**config.mk**
```make
export PLATFORM = sky130hd
export DESIGN_NAME = inv_s_box_seq
export DESIGN_NICKNAME = d
export VERILOG_FILES = /design/src/rtl/inv_s_box_seq.sv
export SDC_FILE = /design/constraint.sdc
export NUM_CORES = 1
export LEC_CHECK = 0
export BUFFER_PORTS_ARGS = -buffer_cell sky130_fd_sc_hd__buf_2
export CELL_PAD_IN_SITES_DETAIL_PLACEMENT = 1
export CELL_PAD_IN_SITES_GLOBAL_PLACEMENT = 1
export CORE_MARGIN = 2
export CORE_UTILIZATION = 45
export CTS_CLUSTER_DIAMETER = 40
export DETAILED_ROUTE_END_ITERATION = 10
export HOLD_SLACK_MARGIN = 0.03
export PLACE_DENSITY = 0.87
export SLEW_MARGIN = 20
export SYNTH_ARGS = -nofsm -noshare
export SYNTH_HDL_FRONTEND = slang
export SYNTH_SLANG_ARGS = --single-unit
```
**constraint.sdc**
```tcl
create_clock -name clk -period 4.1 [get_ports clk]
set_clock_uncertainty 0.1 [all_clocks]
set_input_delay 0.615 -clock clk [delete_from_list [all_inputs] [get_ports clk]]
set_output_delay 0.615 -clock clk [all_outputs]
set_load 0.005 [all_outputs]
```
**src/rtl/inv_s_box_seq.sv**
```systemverilog
// Sequential AES inverse S-box: inverse affine, then x^254 by square-and-multiply.
// Optional forward mode (fwd_mode port) is enabled by defining SBOX_FWD_MODE_EN.
module inv_s_box_seq #(
    parameter logic [7:0] IRRED_POLY = 8'h1B
) (
    input  logic       clk,
    input  logic       reset_n,
    input  logic       in_valid,
    output logic       in_ready,
    input  logic [7:0] inputValue,
    output logic       out_valid,
    input  logic       out_ready,
`ifdef SBOX_FWD_MODE_EN
    input  logic       fwd_mode,
`endif
    output logic [7:0] sboxOutput
);

    typedef enum logic [1:0] {
        IDLE = 2'd0,
        EXP  = 2'd1,
        DONE = 2'd2
    } stateT;

    stateT      state, stateNext;
    logic [7:0] sq, sqNext;
    logic [7:0] acc, accNext;
    logic [2:0] cnt, cntNext;
    logic [7:0] outNext;
    logic [7:0] sqSq, accMul, finalByte, captured;

    function automatic logic [7:0] gfMul(input logic [7:0] x, input logic [7:0] y);
        logic [7:0] p;
        logic [7:0] t;
        p = 8'h00;
        t = x;
        for (int i = 0; i < 8; i++) begin
            if (y[i]) p = p ^ t;
            t = t[7] ? ({t[6:0], 1'b0} ^ IRRED_POLY) : {t[6:0], 1'b0};
        end
        return p;
    endfunction

    function automatic logic [7:0] invAffine(input logic [7:0] b);
        return {b[1:0], b[7:2]} ^ {b[4:0], b[7:5]} ^ {b[6:0], b[7]} ^ 8'h05;
    endfunction

`ifdef SBOX_FWD_MODE_EN
    logic fwdReg, fwdNext;

    function automatic logic [7:0] fwdAffine(input logic [7:0] b);
        return b ^ {b[3:0], b[7:4]} ^ {b[4:0], b[7:5]}
                 ^ {b[5:0], b[7:6]} ^ {b[6:0], b[7]} ^ 8'h63;
    endfunction

    assign captured  = fwd_mode ? inputValue : invAffine(inputValue);
    assign finalByte = fwdReg ? fwdAffine(accMul) : accMul;
`else
    assign captured  = invAffine(inputValue);
    assign finalByte = accMul;
`endif

    assign sqSq      = gfMul(sq, sq);
    assign accMul    = gfMul(acc, sqSq);
    assign in_ready  = (state == IDLE);
    assign out_valid = (state == DONE);

    always_comb begin
        stateNext = state;
        sqNext    = sq;
        accNext   = acc;
        cntNext   = cnt;
        outNext   = sboxOutput;
`ifdef SBOX_FWD_MODE_EN
        fwdNext   = fwdReg;
`endif
        unique case (state)
            IDLE: begin
                if (in_valid) begin
                    sqNext    = captured;
                    accNext   = 8'h01;
                    cntNext   = 3'd0;
                    stateNext = EXP;
`ifdef SBOX_FWD_MODE_EN
                    fwdNext   = fwd_mode;
`endif
                end
            end
            EXP: begin
                sqNext  = sqSq;
                accNext = accMul;
                cntNext = cnt + 3'd1;
                // seventh square-and-multiply leaves acc = a^254
                if (cnt == 3'd6) begin
                    outNext   = finalByte;
                    stateNext = DONE;
                end
            end
            DONE: begin
                if (out_ready) stateNext = IDLE;
            end
            default: stateNext = IDLE;
        endcase
    end

    always_ff @(posedge clk or negedge reset_n) begin
        if (!reset_n) begin
            state      <= IDLE;
            sq         <= 8'h00;
            acc        <= 8'h00;
            cnt        <= 3'd0;
            sboxOutput <= 8'h00;
`ifdef SBOX_FWD_MODE_EN
            fwdReg     <= 1'b0;
`endif
        end else begin
            state      <= stateNext;
            sq         <= sqNext;
            acc        <= accNext;
            cnt        <= cntNext;
            sboxOutput <= outNext;
`ifdef SBOX_FWD_MODE_EN
            fwdReg     <= fwdNext;
`endif
        end
    end

endmodule

```
==> flow_metrics.py <==
metrics = {
    "outcome": {
        "outcome": "finished clean",
    },
    "cells_and_area": {
        "antenna_cells_inserted": 0,
        "seq_area_sq_um": 726,
        "final_net_count": 406,
        "n_fill_cell": 812,
        "multiInputGateArea_sq_um": 2350,
        "post-route-cell-area_sq_um": 3480,
        "areaGrowthSynthToFinish_pct": 7.36,
        "proportion_of_layout_cells_with_a_drive_suffix_above_1": 0.143,
    },
    "synth": {
        "post_synth_edffs": 0,
        "post_synth_fa_ha_maj_area_fraction": 0.0116,
        "synth.mux.area_fraction": 0.0382,
        "synth_sequential_area_ratio": 0.224,
        "async_reset_ff_frac": 1.00,
        "synthSimpleGateAreaFrac": 0.175,
        "synth.top_cells.by_area": "sky130_fd_sc_hd__dfrtp_1 22%, sky130_fd_sc_hd__xnor2_1 18%, sky130_fd_sc_hd__xnor3_1 6.9%, sky130_fd_sc_hd__xor2_1 6.2%, sky130_fd_sc_hd__nand2_1 5.1%",
        "synth.cell_area_sq_um": 3250,
        "synth.largest_area_cell": "sky130_fd_sc_hd__dfrtp_1",
        "synthMostInstantiatedCell": "sky130_fd_sc_hd__xnor2_1",
        "synth.net_count": 402,
        "synth_seq_cells": 29,
        "synth_top_family_by_area": "XOR/XNOR gates",
        "yosys-top-cells-count": "65 x sky130_fd_sc_hd__xnor2_1, 44 x sky130_fd_sc_hd__nand2_1, 41 x sky130_fd_sc_hd__nor2_1",
        "syn-mean-instance-area_sq_um": 8.39,
        "synthesis.yosys.warnings": 0,
        "xor_xnor_share_of_the_synthesized_area": 0.350,
        "synth-compound-area-share": 0.150,
        "netlist.area_leader.share": 0.224,
        "synth_cell_type_count": 47,
        "synthFlopType": "sky130_fd_sc_hd__dfrtp_1",
        "post_synth_inst_count": 387,
    },
    "timing": {
        "finalHoldViolCount": 0,
        "finalSetupViolations": 0,
        "number_of_slew_limit_violations_in_the_final_report": 0,
        "tightest_slew_ns": 0.771,
        "timing.slew.headroom": 0.486,
        "fmaxAchievable_mhz": 282,
        "totalNegativeSetupSlack_ns": 0,
        "final.min_clock_period_ns": 3.54,
        "grt_setup_unrepaired": "false",
        "post-route-period-util": 0.863,
    },
    "grt": {
        "track_usage": 0.257,
        "initial_antenna_violation_count": 0,
        "grt_max_degree": 30,
        "via_count_of_the_first_global_routing_pass": 3044,
        "grt_pass1_wl_microns": 15400,
        "grt_overflow_total": 0,
    },
    "detailed_routing": {
        "topRoutingLayerUsed": "met4",
        "route.detailed.vias_per_inst": 5.74,
        "dr_wl_met2_microns": 4880,
        "drc_violation_count_after_routing": 0,
        "routed-via-count": 2800,
        "wl_per_cell_microns": 19.0,
        "detail_route.wirelength_microns": 9280,
        "drt-met1-wl_microns": 3890,
        "route.antenna.remaining_nets": 0,
        "drt-initial-drc-count": 152,
        "met3WireLength_microns": 357,
        "firstDrtPassIters": 4,
    },
    "clock_tree": {
        "clock_root_buffer": "sky130_fd_sc_hd__clkbuf_8",
        "cts.htree.levels": 2,
        "postCtsSetupBuffers": 0,
        "tritoncts.num_buffers": 5,
        "post_cts_hold_buffer_count": 0,
        "clk_transition_reported_paths_ns": 0.08,
        "clkSinkCount": 29,
        "ctsLongestPathBuffers": 2,
        "post_cts_resize_count": 0,
        "clk_latency_ns": 0.29,
        "tritoncts": "yes",
    },
    "placement": {
        "io_buffer_count": 21,
        "place_area_sq_um": 3360,
        "post-dp-hpwl_microns": 6660,
        "final_weighted_congestion_in_routability_driven_placement": 0.849,
    },
    "critical_path": {
        "critical_path.max_fanout": 19,
        "worst_path_largest_cell_delay_ns": 0.74,
        "reg2reg_depth": 10,
        "critical_path_cell_count": 10,
        "crit_path_cell_trace": "ha_1, xor2_2, xor2_1, mux2i_1, xnor3_1, nand2_1, xor2_1, xnor3_1, xnor2_1, a21oi_1",
        "cpMaxStageDelayCell": "sky130_fd_sc_hd__xnor3_1",
        "worst_ep_required_time_ns": 4.16,
        "arrival_ns": 3.60,
        "cp_top_family": "XOR/XNOR gates",
        "critical_path.endpoint_type": "flip-flop",
        "timing.setup.critical_path_class": "reg -> reg",
        "startpoint_type": "flip-flop",
        "critPathBufInv": 0,
    },
    "job": {
        "drv.max_cap_violation_count": 0,
    },
    "floorplan": {
        "floorplan.initialDensity": 0.472,
        "boundaryPins": 22,
        "placement_rows": 30,
        "die_x_microns": 88.9,
        "die_area_sq_um": 7910,
        "dieHeight_microns": 88.9,
        "core_area_sq_um": 6870,
    },
    "min_path": {
        "timing.hold.worst.class": "in -> async",
    },
}
==> final timing paths <==
path | startpoint | to | slack (ns)
max | sq[0] | acc[0] | 0.56
min in group clk | sboxOutput[4] | sboxOutput[4] | 0.38
max in group asynchronous | reset_n | acc[6] | 3.24
min reg2reg | sboxOutput[4] | sboxOutput[4] | 0.38
max reg2reg | sq[0] | acc[0] | 0.56
min | reset_n | sq[4] | 0.23
==> state kept, by name, indices dropped and copies added, names as in the netlist <==
| name | cells |
|---|---|
| acc | 8 |
| sboxOutput | 8 |
| sq | 8 |
| cnt | 3 |
| state | 2 |
==> worst reg2reg max path, cell delays in order, from the launching register on <==
cell	delay, ns
sky130_fd_sc_hd__dfrtp_1	0.46
sky130_fd_sc_hd__ha_1	0.43
sky130_fd_sc_hd__xor2_2	0.32
sky130_fd_sc_hd__xor2_1	0.19
sky130_fd_sc_hd__mux2i_1	0.11
sky130_fd_sc_hd__xnor3_1	0.74
sky130_fd_sc_hd__nand2_1	0.16
sky130_fd_sc_hd__xor2_1	0.21
sky130_fd_sc_hd__xnor3_1	0.27
sky130_fd_sc_hd__xnor2_1	0.30
sky130_fd_sc_hd__a21oi_1	0.12
==> cell usage in the layout, fill, tap and decap left out, drive strengths merged, types with 9 or more instances in the layout <==
cell type,count
dfrtp,29
a21oi,19
nand2b,9
nor2,44
xor2,25
xnor3,10
o21ai,22
nand2,44
buf,25
nor2b,11
xnor2,71
==> stage by stage <==
stage	setup WS [ns]	hold slack, ns	utilization	cells
2_1_floorplan	1.00	0.219	-	387
3_3_place_gp	0.811	0.367	0.490	480
3_5_place_dp	0.666	0.376	0.490	480
4_1_cts	0.584	0.253	0.507	488
5_1_grt	0.331	0.294	0.507	488
6_report	0.560	0.231	0.507	488
==> layer usage <==
| layer | vias up | global-route usage |
|---|---|---|
| met5 | - | 0 |
| met1 | 1420 | 0.318 |
| met4 | 0 | 0.0826 |
| met2 | 67 | 0.469 |
| met3 | 16 | 0.0268 |
| li1 | 1297 | - |
==> final cells by class <==
| cell class | count | area share |
|---|---|---|
| clock inverter | 2 | 0.0108 |
| timing repair buffer | 25 | 0.0388 |
| clock buffer | 6 | 0.0237 |
| sequential | 29 | 0.208 |
| tap | 96 | 0.0345 |
| multi-input combinational | 322 | 0.675 |
| inverter | 8 | 0.00862 |
==> logic make-up (layout without fill, tap and decap cells) <==
logic type / count (synthesis) / count (layout)
AOI/OAI and AO/OA: 76 / 76
xor gates and xnor gates: 106 / 106
adders and majority gates: 3 / 3
muxes: 11 / 11
buffers and inverters: 36 / 41
DFF: 29 / 29
and+or+nand+nor: 126 / 126
Power is not shown: default switching activity piles up to over one toggle a cycle in this logic, so the estimate is an artifact.
